### src/rtl/psum_drain_writer_pkg.sv
// Shared definitions for the psum drain writer: default geometry of the
// eyeriss array and convolution, derivation helpers for the ofmap shape and
// per-column row stride, the psum data type and the drain FSM state type.
package psum_drain_writer_pkg;

  localparam int unsigned IMAGE_HEIGHT = 28;
  localparam int unsigned IMAGE_WIDTH  = 28;
  localparam int unsigned KERNEL       = 5;
  localparam int unsigned ARRAY_HEIGHT = 5;
  localparam int unsigned ARRAY_WIDTH  = 6;
  localparam int unsigned DATA_WIDTH   = 16;

  // Valid-convolution output size along one dimension.
  function automatic int unsigned out_dim(input int unsigned image,
                                          input int unsigned kernel);
    return image - kernel + 1;
  endfunction

  // Ofmap-row step between successive rows produced by one PE column.
  function automatic int unsigned row_stride(input int unsigned arr_h,
                                             input int unsigned arr_w,
                                             input int unsigned kernel);
    return arr_h + arr_w - 1 + 1 - kernel;
  endfunction

  typedef logic [DATA_WIDTH-1:0] psum_t;

  typedef enum logic [1:0] {
    ST_IDLE = 2'd0,
    ST_RUN  = 2'd1,
    ST_DONE = 2'd2
  } drain_state_e;

endpackage

### src/rtl/psum_drain_writer_if.sv
// Bus between the psum FIFO bank / ofmap BRAM and the drain writer.
// Signal names are seen from the drain writer (master) side:
//   psum_empty_i  per-column FIFO empty (FWFT)
//   psum_i        per-column FIFO head data
//   psum_rd_en_o  per-column pop strobe, one-hot or zero
//   ofmap_wr_*_o  ofmap BRAM write port (enable, linear address, data)
interface psum_drain_writer_if #(
  parameter int unsigned AW     = 6,
  parameter int unsigned DW     = 16,
  parameter int unsigned ADDR_W = 10
) ();
  logic [0:AW-1]         psum_empty_i;
  logic [0:AW-1][DW-1:0] psum_i;
  logic [0:AW-1]         psum_rd_en_o;
  logic                  ofmap_wr_en_o;
  logic [ADDR_W-1:0]     ofmap_wr_addr_o;
  logic [DW-1:0]         ofmap_wr_data_o;

  modport master (
    input  psum_empty_i, psum_i,
    output psum_rd_en_o, ofmap_wr_en_o, ofmap_wr_addr_o, ofmap_wr_data_o
  );

  modport slave (
    output psum_empty_i, psum_i,
    input  psum_rd_en_o, ofmap_wr_en_o, ofmap_wr_addr_o, ofmap_wr_data_o
  );
endinterface

### src/rtl/psum_drain_writer_rr_arbiter.sv
// Round-robin arbiter: grants the first requesting input at or after the
// pointer, combinationally; the pointer moves past the winner on a grant.
//   clk_i, rst_ni  clock, async active-low reset (pointer -> 0)
//   req_i          request per input
//   grant_o        one-hot grant or zero
//   idx_o          index of the granted input (valid with valid_o)
//   valid_o        a grant is issued this cycle
module psum_drain_writer_rr_arbiter #(
  parameter int unsigned N  = 6,
  parameter int unsigned IW = 3
) (
  input  logic          clk_i,
  input  logic          rst_ni,
  input  logic [0:N-1]  req_i,
  output logic [0:N-1]  grant_o,
  output logic [IW-1:0] idx_o,
  output logic          valid_o
);

  logic [IW-1:0] ptr;

  always_comb begin
    grant_o = '0;
    idx_o   = '0;
    valid_o = 1'b0;
    for (int unsigned k = 0; k < N; k++) begin
      if (!valid_o && req_i[(32'(ptr) + k) % N]) begin
        grant_o[(32'(ptr) + k) % N] = 1'b1;
        idx_o   = IW'((32'(ptr) + k) % N);
        valid_o = 1'b1;
      end
    end
  end

  always_ff @(posedge clk_i or negedge rst_ni) begin
    if (!rst_ni) begin
      ptr <= '0;
    end else if (valid_o) begin
      ptr <= (32'(idx_o) == N - 1) ? '0 : idx_o + 1'b1;
    end
  end

endmodule

### src/rtl/psum_drain_writer.sv
// Drains the per-column psum FIFOs of the PE array and writes every ofmap
// pixel into the ofmap BRAM at linear address row*OUT_WIDTH+col.
//   clk_i, rst_ni  clock, async active-low reset
//   start_i        1-cycle pulse: clear counters and (re)start the drain
//   bus            master side of psum_drain_writer_if (FIFO pops, BRAM writes)
//   busy_o         draining
//   done_o         all OUT_HEIGHT*OUT_WIDTH pixels written, until next start
//   overflow_o     sticky: a popped pixel fell below the last ofmap row
module psum_drain_writer
  import psum_drain_writer_pkg::*;
#(
  parameter int unsigned G_ARRAY_WIDTH      = ARRAY_WIDTH,
  parameter int unsigned G_ROW_STRIDE       = row_stride(ARRAY_HEIGHT, ARRAY_WIDTH, KERNEL),
  parameter int unsigned G_OUT_HEIGHT       = out_dim(IMAGE_HEIGHT, KERNEL),
  parameter int unsigned G_OUT_WIDTH        = out_dim(IMAGE_WIDTH, KERNEL),
  parameter int unsigned G_DATA_WIDTH       = DATA_WIDTH,
  parameter int unsigned G_OFMAP_ADDR_WIDTH = 10
) (
  input  logic                clk_i,
  input  logic                rst_ni,
  input  logic                start_i,
  psum_drain_writer_if.master bus,
  output logic                busy_o,
  output logic                done_o,
  output logic                overflow_o
);

  localparam int unsigned N_PIX = G_OUT_HEIGHT * G_OUT_WIDTH;
  localparam int unsigned IW    = (G_ARRAY_WIDTH > 1) ? $clog2(G_ARRAY_WIDTH) : 1;
  localparam int unsigned CW    = $clog2(G_OUT_WIDTH + 1);
  localparam int unsigned PW    = $clog2(N_PIX + 1);
  localparam int unsigned RW    = $clog2(G_OUT_HEIGHT + G_ROW_STRIDE + G_ARRAY_WIDTH);
  localparam int unsigned ADW   = G_OFMAP_ADDR_WIDTH;

  drain_state_e state;

  // Per-column mapping state. row_base/addr_base hold c + row_cnt*STRIDE and
  // that row times OUT_WIDTH, advanced by addition instead of multiplying.
  logic [CW-1:0]  col_cnt   [G_ARRAY_WIDTH];
  logic [RW-1:0]  row_base  [G_ARRAY_WIDTH];
  logic [ADW-1:0] addr_base [G_ARRAY_WIDTH];
  logic [PW-1:0]  pix_cnt;

  logic                     pop_en;
  logic [0:G_ARRAY_WIDTH-1] req;
  logic [0:G_ARRAY_WIDTH-1] grant;
  logic [IW-1:0]            gidx;
  logic                     gvalid;
  logic                     sel_in_range;
  logic [G_DATA_WIDTH-1:0]  sel_data;

  // Pops stop once every pixel has been written, so the cycle spent moving
  // to DONE cannot steal a pixel belonging to the next run.
  assign pop_en = (state == ST_RUN) && !start_i && (pix_cnt != PW'(N_PIX));

  always_comb begin
    req = '0;
    for (int unsigned i = 0; i < G_ARRAY_WIDTH; i++) begin
      req[i] = pop_en && !bus.psum_empty_i[i];
    end
  end

  psum_drain_writer_rr_arbiter #(
    .N  (G_ARRAY_WIDTH),
    .IW (IW)
  ) u_arb (
    .clk_i   (clk_i),
    .rst_ni  (rst_ni),
    .req_i   (req),
    .grant_o (grant),
    .idx_o   (gidx),
    .valid_o (gvalid)
  );

  assign bus.psum_rd_en_o = grant;
  assign sel_in_range     = row_base[gidx] < RW'(G_OUT_HEIGHT);
  assign sel_data         = bus.psum_i[gidx];

  always_ff @(posedge clk_i or negedge rst_ni) begin
    if (!rst_ni) begin
      state               <= ST_IDLE;
      busy_o              <= 1'b0;
      done_o              <= 1'b0;
      overflow_o          <= 1'b0;
      pix_cnt             <= '0;
      bus.ofmap_wr_en_o   <= 1'b0;
      bus.ofmap_wr_addr_o <= '0;
      bus.ofmap_wr_data_o <= '0;
      for (int unsigned i = 0; i < G_ARRAY_WIDTH; i++) begin
        col_cnt[i]   <= '0;
        row_base[i]  <= RW'(i);
        addr_base[i] <= ADW'(i * G_OUT_WIDTH);
      end
    end else begin
      bus.ofmap_wr_en_o <= 1'b0;

      if (gvalid) begin
        bus.ofmap_wr_addr_o <= addr_base[gidx] + ADW'(col_cnt[gidx]);
        bus.ofmap_wr_data_o <= sel_data;
        if (sel_in_range) begin
          bus.ofmap_wr_en_o <= 1'b1;
          pix_cnt           <= pix_cnt + 1'b1;
        end else begin
          overflow_o <= 1'b1;
        end
        // Row advance saturates once past the ofmap: every later pop of the
        // column stays out of range and the base registers cannot wrap.
        if (col_cnt[gidx] == CW'(G_OUT_WIDTH - 1)) begin
          col_cnt[gidx] <= '0;
          if (sel_in_range) begin
            row_base[gidx]  <= row_base[gidx] + RW'(G_ROW_STRIDE);
            addr_base[gidx] <= addr_base[gidx] + ADW'(G_ROW_STRIDE * G_OUT_WIDTH);
          end
        end else begin
          col_cnt[gidx] <= col_cnt[gidx] + 1'b1;
        end
      end

      if (start_i) begin
        state      <= ST_RUN;
        busy_o     <= 1'b1;
        done_o     <= 1'b0;
        overflow_o <= 1'b0;
        pix_cnt    <= '0;
        for (int unsigned i = 0; i < G_ARRAY_WIDTH; i++) begin
          col_cnt[i]   <= '0;
          row_base[i]  <= RW'(i);
          addr_base[i] <= ADW'(i * G_OUT_WIDTH);
        end
      end else begin
        case (state)
          ST_RUN: begin
            if (pix_cnt == PW'(N_PIX)) begin
              state  <= ST_DONE;
              busy_o <= 1'b0;
              done_o <= 1'b1;
            end
          end
          default: ;
        endcase
      end
    end
  end

endmodule

### src/flat_wrapper.sv
// flat-port wrapper written by rule: the top's interface ports become plain ports
module psum_drain_writer_flat import psum_drain_writer_pkg::*;
#(
  parameter int unsigned G_ARRAY_WIDTH      = ARRAY_WIDTH,
  parameter int unsigned G_ROW_STRIDE       = row_stride(ARRAY_HEIGHT, ARRAY_WIDTH, KERNEL),
  parameter int unsigned G_OUT_HEIGHT       = out_dim(IMAGE_HEIGHT, KERNEL),
  parameter int unsigned G_OUT_WIDTH        = out_dim(IMAGE_WIDTH, KERNEL),
  parameter int unsigned G_DATA_WIDTH       = DATA_WIDTH,
  parameter int unsigned G_OFMAP_ADDR_WIDTH = 10
)
  (clk_i, rst_ni, start_i, busy_o, done_o, overflow_o, bus_psum_empty_i, bus_psum_i, bus_psum_rd_en_o, bus_ofmap_wr_en_o, bus_ofmap_wr_addr_o, bus_ofmap_wr_data_o);
  psum_drain_writer_if #(.AW((6)), .DW((16)), .ADDR_W((10))) bus_i ();
  input  logic clk_i;
  input  logic rst_ni;
  input  logic start_i;
  output logic busy_o;
  output logic done_o;
  output logic overflow_o;
  input wire logic [$bits(bus_i.psum_empty_i)-1:0] bus_psum_empty_i;
  input wire logic [$bits(bus_i.psum_i)-1:0] bus_psum_i;
  output wire logic [$bits(bus_i.psum_rd_en_o)-1:0] bus_psum_rd_en_o;
  output wire logic [$bits(bus_i.ofmap_wr_en_o)-1:0] bus_ofmap_wr_en_o;
  output wire logic [$bits(bus_i.ofmap_wr_addr_o)-1:0] bus_ofmap_wr_addr_o;
  output wire logic [$bits(bus_i.ofmap_wr_data_o)-1:0] bus_ofmap_wr_data_o;
  assign bus_i.psum_empty_i = bus_psum_empty_i;
  assign bus_i.psum_i = bus_psum_i;
  assign bus_psum_rd_en_o = bus_i.psum_rd_en_o;
  assign bus_ofmap_wr_en_o = bus_i.ofmap_wr_en_o;
  assign bus_ofmap_wr_addr_o = bus_i.ofmap_wr_addr_o;
  assign bus_ofmap_wr_data_o = bus_i.ofmap_wr_data_o;
  psum_drain_writer #(.G_ARRAY_WIDTH(G_ARRAY_WIDTH), .G_ROW_STRIDE(G_ROW_STRIDE), .G_OUT_HEIGHT(G_OUT_HEIGHT), .G_OUT_WIDTH(G_OUT_WIDTH), .G_DATA_WIDTH(G_DATA_WIDTH), .G_OFMAP_ADDR_WIDTH(G_OFMAP_ADDR_WIDTH)) u_core (.clk_i(clk_i), .rst_ni(rst_ni), .start_i(start_i), .bus(bus_i), .busy_o(busy_o), .done_o(done_o), .overflow_o(overflow_o));
endmodule
### config.mk
export PLATFORM = sky130hd
export DESIGN_NAME = psum_drain_writer_flat
export DESIGN_NICKNAME = d
export VERILOG_FILES = /design/src/rtl/psum_drain_writer_pkg.sv /design/src/rtl/psum_drain_writer_if.sv /design/src/rtl/psum_drain_writer_rr_arbiter.sv /design/src/rtl/psum_drain_writer.sv /design/src/flat_wrapper.sv
export SDC_FILE = /design/constraint.sdc
export NUM_CORES = 1
export LEC_CHECK = 0
export BUFFER_PORTS_ARGS = -buffer_cell sky130_fd_sc_hd__buf_2
export CAP_MARGIN = 30
export CORE_ASPECT_RATIO = 0.75
export CORE_UTILIZATION = 60
export CTS_CLUSTER_DIAMETER = 50
export DETAILED_ROUTE_END_ITERATION = 6
export PLACE_DENSITY = 0.84
export SLEW_MARGIN = 20
export SYNTH_ARGS = -nofsm -noshare
export SYNTH_HDL_FRONTEND = slang
export SYNTH_HIERARCHICAL = 1
export SYNTH_SLANG_ARGS = --single-unit
### constraint.sdc
create_clock -name clk_i -period 18.5 [get_ports clk_i]
set_input_delay 0.925 -clock clk_i [delete_from_list [all_inputs] [get_ports clk_i]]
set_output_delay 0.925 -clock clk_i [all_outputs]
set_load 0.02 [all_outputs]
==> metrics.csv <==
metric,value,unit
share of layout cells above drive strength 1,23.1,%
vias in the first global route,9689,
area share of fa/ha/maj cells after synthesis,3.60,%
Diodes inserted,0,
DRT Pass-1 Iters,7,
FILL cells,1342,
# clock sinks,163,
CP arrival,8500,ps
"Clk Latency, worst-skew pair",440,ps
Post-Synth XOR/XNOR Area,1.83,%
simple-gate area share of the yosys netlist,17.7,%
"Hold Vio Cnt, Final",0,
RSZ-0062 raised after global routing,no,
Setup Buffers After CTS,0,
"FF+latch count, synth",163,
Post-synth EDFFs,0,
Syn Area/Cell,9.26,sq um
CTS buffer count,17,
H-tree depth,4,
Setup TNS,0,ps
clock transition at the registers of the reported paths,80,ps
Setup crit end kind,flip-flop,
Slew @ Worst Pin,1050,ps
post-synth cell types,100,
CP Class,flip-flop to flip-flop,
clk root buf,clkbuf_16,
syn_nets,1324,
Initial DRC Count,1434,
top post-synthesis cells by area,"dfrtp_1 (33%), mux2i_1 (5.0%), dfstp_2 (3.8%)",
final worst path period need,8160,ps
Final setup viols,0,
ANT nets after route,0,
Worst path most repeated cell,ha_1,
P&R area growth vs syn,12.5,%
Relative slew margins,30.2,%
PortBufs,140,
GRT Total Usage,36.0,%
reg2reg setup slack,10340,ps
Tcrit/Tclk final,44.1,%
total number of vias,10402,
floorplan core area,0.0178,sq mm
Max Slew Vio Count,0,
"wirelength, routed",33100,um
Synth Instances,1188,
Vias/cell,6.81,
antenna violations before repair,0,
I/O Pins,141,
status,"finished, violations left",
crit path max fanout,50,
largest family of logic cells by synthesized area,compound AO/OA/AOI/OAI gates,
CP max stage cell,nor2b_1,
Die W,158,um
Worst Setup Start Kind,flip-flop,
synthesized cell area,0.0110,sq mm
compound-gate portion of the synthesized area,24.2,%
Nets,1408,
die height,119,um
die area,0.0189,sq mm
CP endpoint,u_core/addr_base[36],
"Async S/R FF share, synth",100,%
# DRC,2,
post-DP HPWL,21700,um
wire per inst,21.7,um
Critical Path Start,u_core/u_arb/ptr[2],
Crit path largest cell delay,900,ps
largest area contributor in the netlist,dfrtp_1,
CP Cell Sequence,inv_1 > ha_1 > a21oi_2 > inv_1 > ha_1 > o211a_1 > a211o_1 > a22o_1 > xnor2_1 > a32oi_1 > nor4_2 > o2bb2ai_4 > buf_4 > nor2b_1 > a22oi_1 > o22ai_1 > ha_1 > and3_1 > buf_4 > nand4_1 > a21oi_1,
failing checks,DRC,
CTS tree,done,
Min-Delay Path Class,input port to async pin,
sequential area share after synthesis,37.3,%
first-pass GRT wire length,52800,um
global placement routability congestion,0.986,
Fmax achieved,0.123,GHz
WP data required,18840,ps
Multi-input gate area,0.00628,sq mm
multiplexer area fraction after synthesis,9.30,%
global route total overflow,0,
Worst Skew,13.8,ps
commonest register cell after synthesis,dfrtp_1,
PostCTS Resize Cnt,0,
Reg area,0.00410,sq mm
largest net degree at the start of global routing,108,
final core occ,69.6,%
reg2reg start,u_core/u_arb/ptr[2],
capturing point of the worst reg2reg path,u_core/addr_base[36],
Max clock buf depth,2,
Worst R2R Path Depth,21,
post-synth top area share,33.5,%
max cap viols,0,
hold-fix buffers at CTS,0,
initial core utilization,61.9,%
number of synthesis warnings,6,
row cnt,42,
cell usage after synthesis, types with 5 or more instances:
cell type / number
a211oi_1: 43
a21o_1: 7
a21oi_1: 79
a221o_1: 9
a221oi_1: 5
a222oi_1: 6
a22o_1: 10
a22oi_1: 10
a31oi_1: 38
a32oi_1: 7
and2_1: 11
and3_1: 10
buf_1: 5
buf_2: 31
buf_4: 9
buf_6: 10
clkbuf_1: 41
dfrtp_1: 147
dfstp_2: 16
ha_1: 30
inv_1: 32
mux2_2: 31
mux2i_1: 55
nand2_1: 70
nand2b_1: 9
nand3_1: 32
nand4_1: 16
nor2_1: 83
nor2b_1: 41
nor3_1: 23
nor3b_1: 5
nor4_1: 23
o211ai_1: 16
o21a_1: 6
o21ai_0: 53
o221ai_1: 5
o22ai_1: 6
o311ai_0: 6
o31ai_1: 24
or2_2: 6
or3_1: 11
xnor2_1: 16
critical path, delay by kind of cell (launching register included):
kind,cells,cell delay (ps)
buffers and inverters,4,1410
flip-flops,1,850
AND/OR/NAND/NOR,4,1850
adder cells (fa/ha/maj),3,1080
XOR/XNOR,1,320
AO/OA/AOI/OAI,9,2460
flip-flops by register name, summed over array words and instances, names as in the netlist:
register,cells
u_core/addr_base,60
u_core/state,1
u_core/col_cnt,30
u_core/overflow_o,1
u_core/bus.ofmap_wr_data_o,16
u_core/row_base,30
u_core/bus.ofmap_wr_en_o,1
u_core/u_arb/ptr,3
u_core/bus.ofmap_wr_addr_o,10
u_core/done_o,1
u_core/pix_cnt,10
cell type report:
type | instances | area share (%)
Clock buffer | 17 | 3.44
Clock inverter | 15 | 1.73
Inverter | 39 | 1.22
Multi-Input combinational cell | 889 | 50.8
Sequential cell | 163 | 33.1
Tap cell | 242 | 2.45
Timing Repair Buffer | 162 | 7.23
worst min path at each step:
stage	from	to	slack, ps	depth (start not counted)
floorplan	u_core/addr_base[11]	u_core/addr_base[11]	460	1
global placement	u_core/bus.ofmap_wr_data_o[12]	u_core/bus.ofmap_wr_data_o[12]	460	1
finish	rst_ni	u_core/addr_base[22]	340	1
detailed placement	u_core/bus.ofmap_wr_data_o[6]	u_core/bus.ofmap_wr_data_o[6]	470	1
global route	rst_ni	u_core/addr_base[51]	340	1
CTS	u_core/bus.ofmap_wr_data_o[6]	u_core/bus.ofmap_wr_data_o[6]	490	1
layer usage:
metal	part of all wire, %	GRT usage [%]	vias up
met3	12	10.4	74
li1	-	-	4644
met4	1.8	10.3	2
met5	0.094	0	-
met1	43	54.3	5014
met2	43	49.7	668
metrics by stage:
step | cells | hold slack (ps) | instance area, sq um | setup slack, ps
after floorplan | 1188 | 459 | 11000 | 11560
after global placement | 1493 | 457 | 11700 | 10890
after detailed placement | 1493 | 472 | 11700 | 10570
after CTS | 1525 | 489 | 12300 | 10500
after global routing | 1527 | 342 | 12400 | 9920
final | 1527 | 337 | 12400 | 10340
placed cells by master (no fill, tap or decap), drive strengths merged, types with 9 or more instances in the layout:
cell type and instances:
a211oi 44, a21oi 81, a221o 9, a22o 10, a22oi 10, a31oi 39
and2 12, and3 10, buf 161, clkbuf 18, clkinv 10, dfrtp 147
dfstp 16, ha 30, inv 44, mux2 34, mux2i 56, nand2 70
nand2b 9, nand3 33, nand4 16, nor2 83, nor2b 41, nor3 26
nor4 24, o211ai 18, o21ai 55, o31ai 24, or3 11, xnor2 17
logic make-up after synthesis:
group	Yosys count
DFF	163
xor gates and xnor gates	20
and+or+nand+nor	366
buffers and inverters	136
muxes	93
adders and majority gates	31
AOI/OAI and AO/OA	379
Power is not shown: default switching activity piles up to over one toggle a cycle in this logic, so the estimate is an artifact.
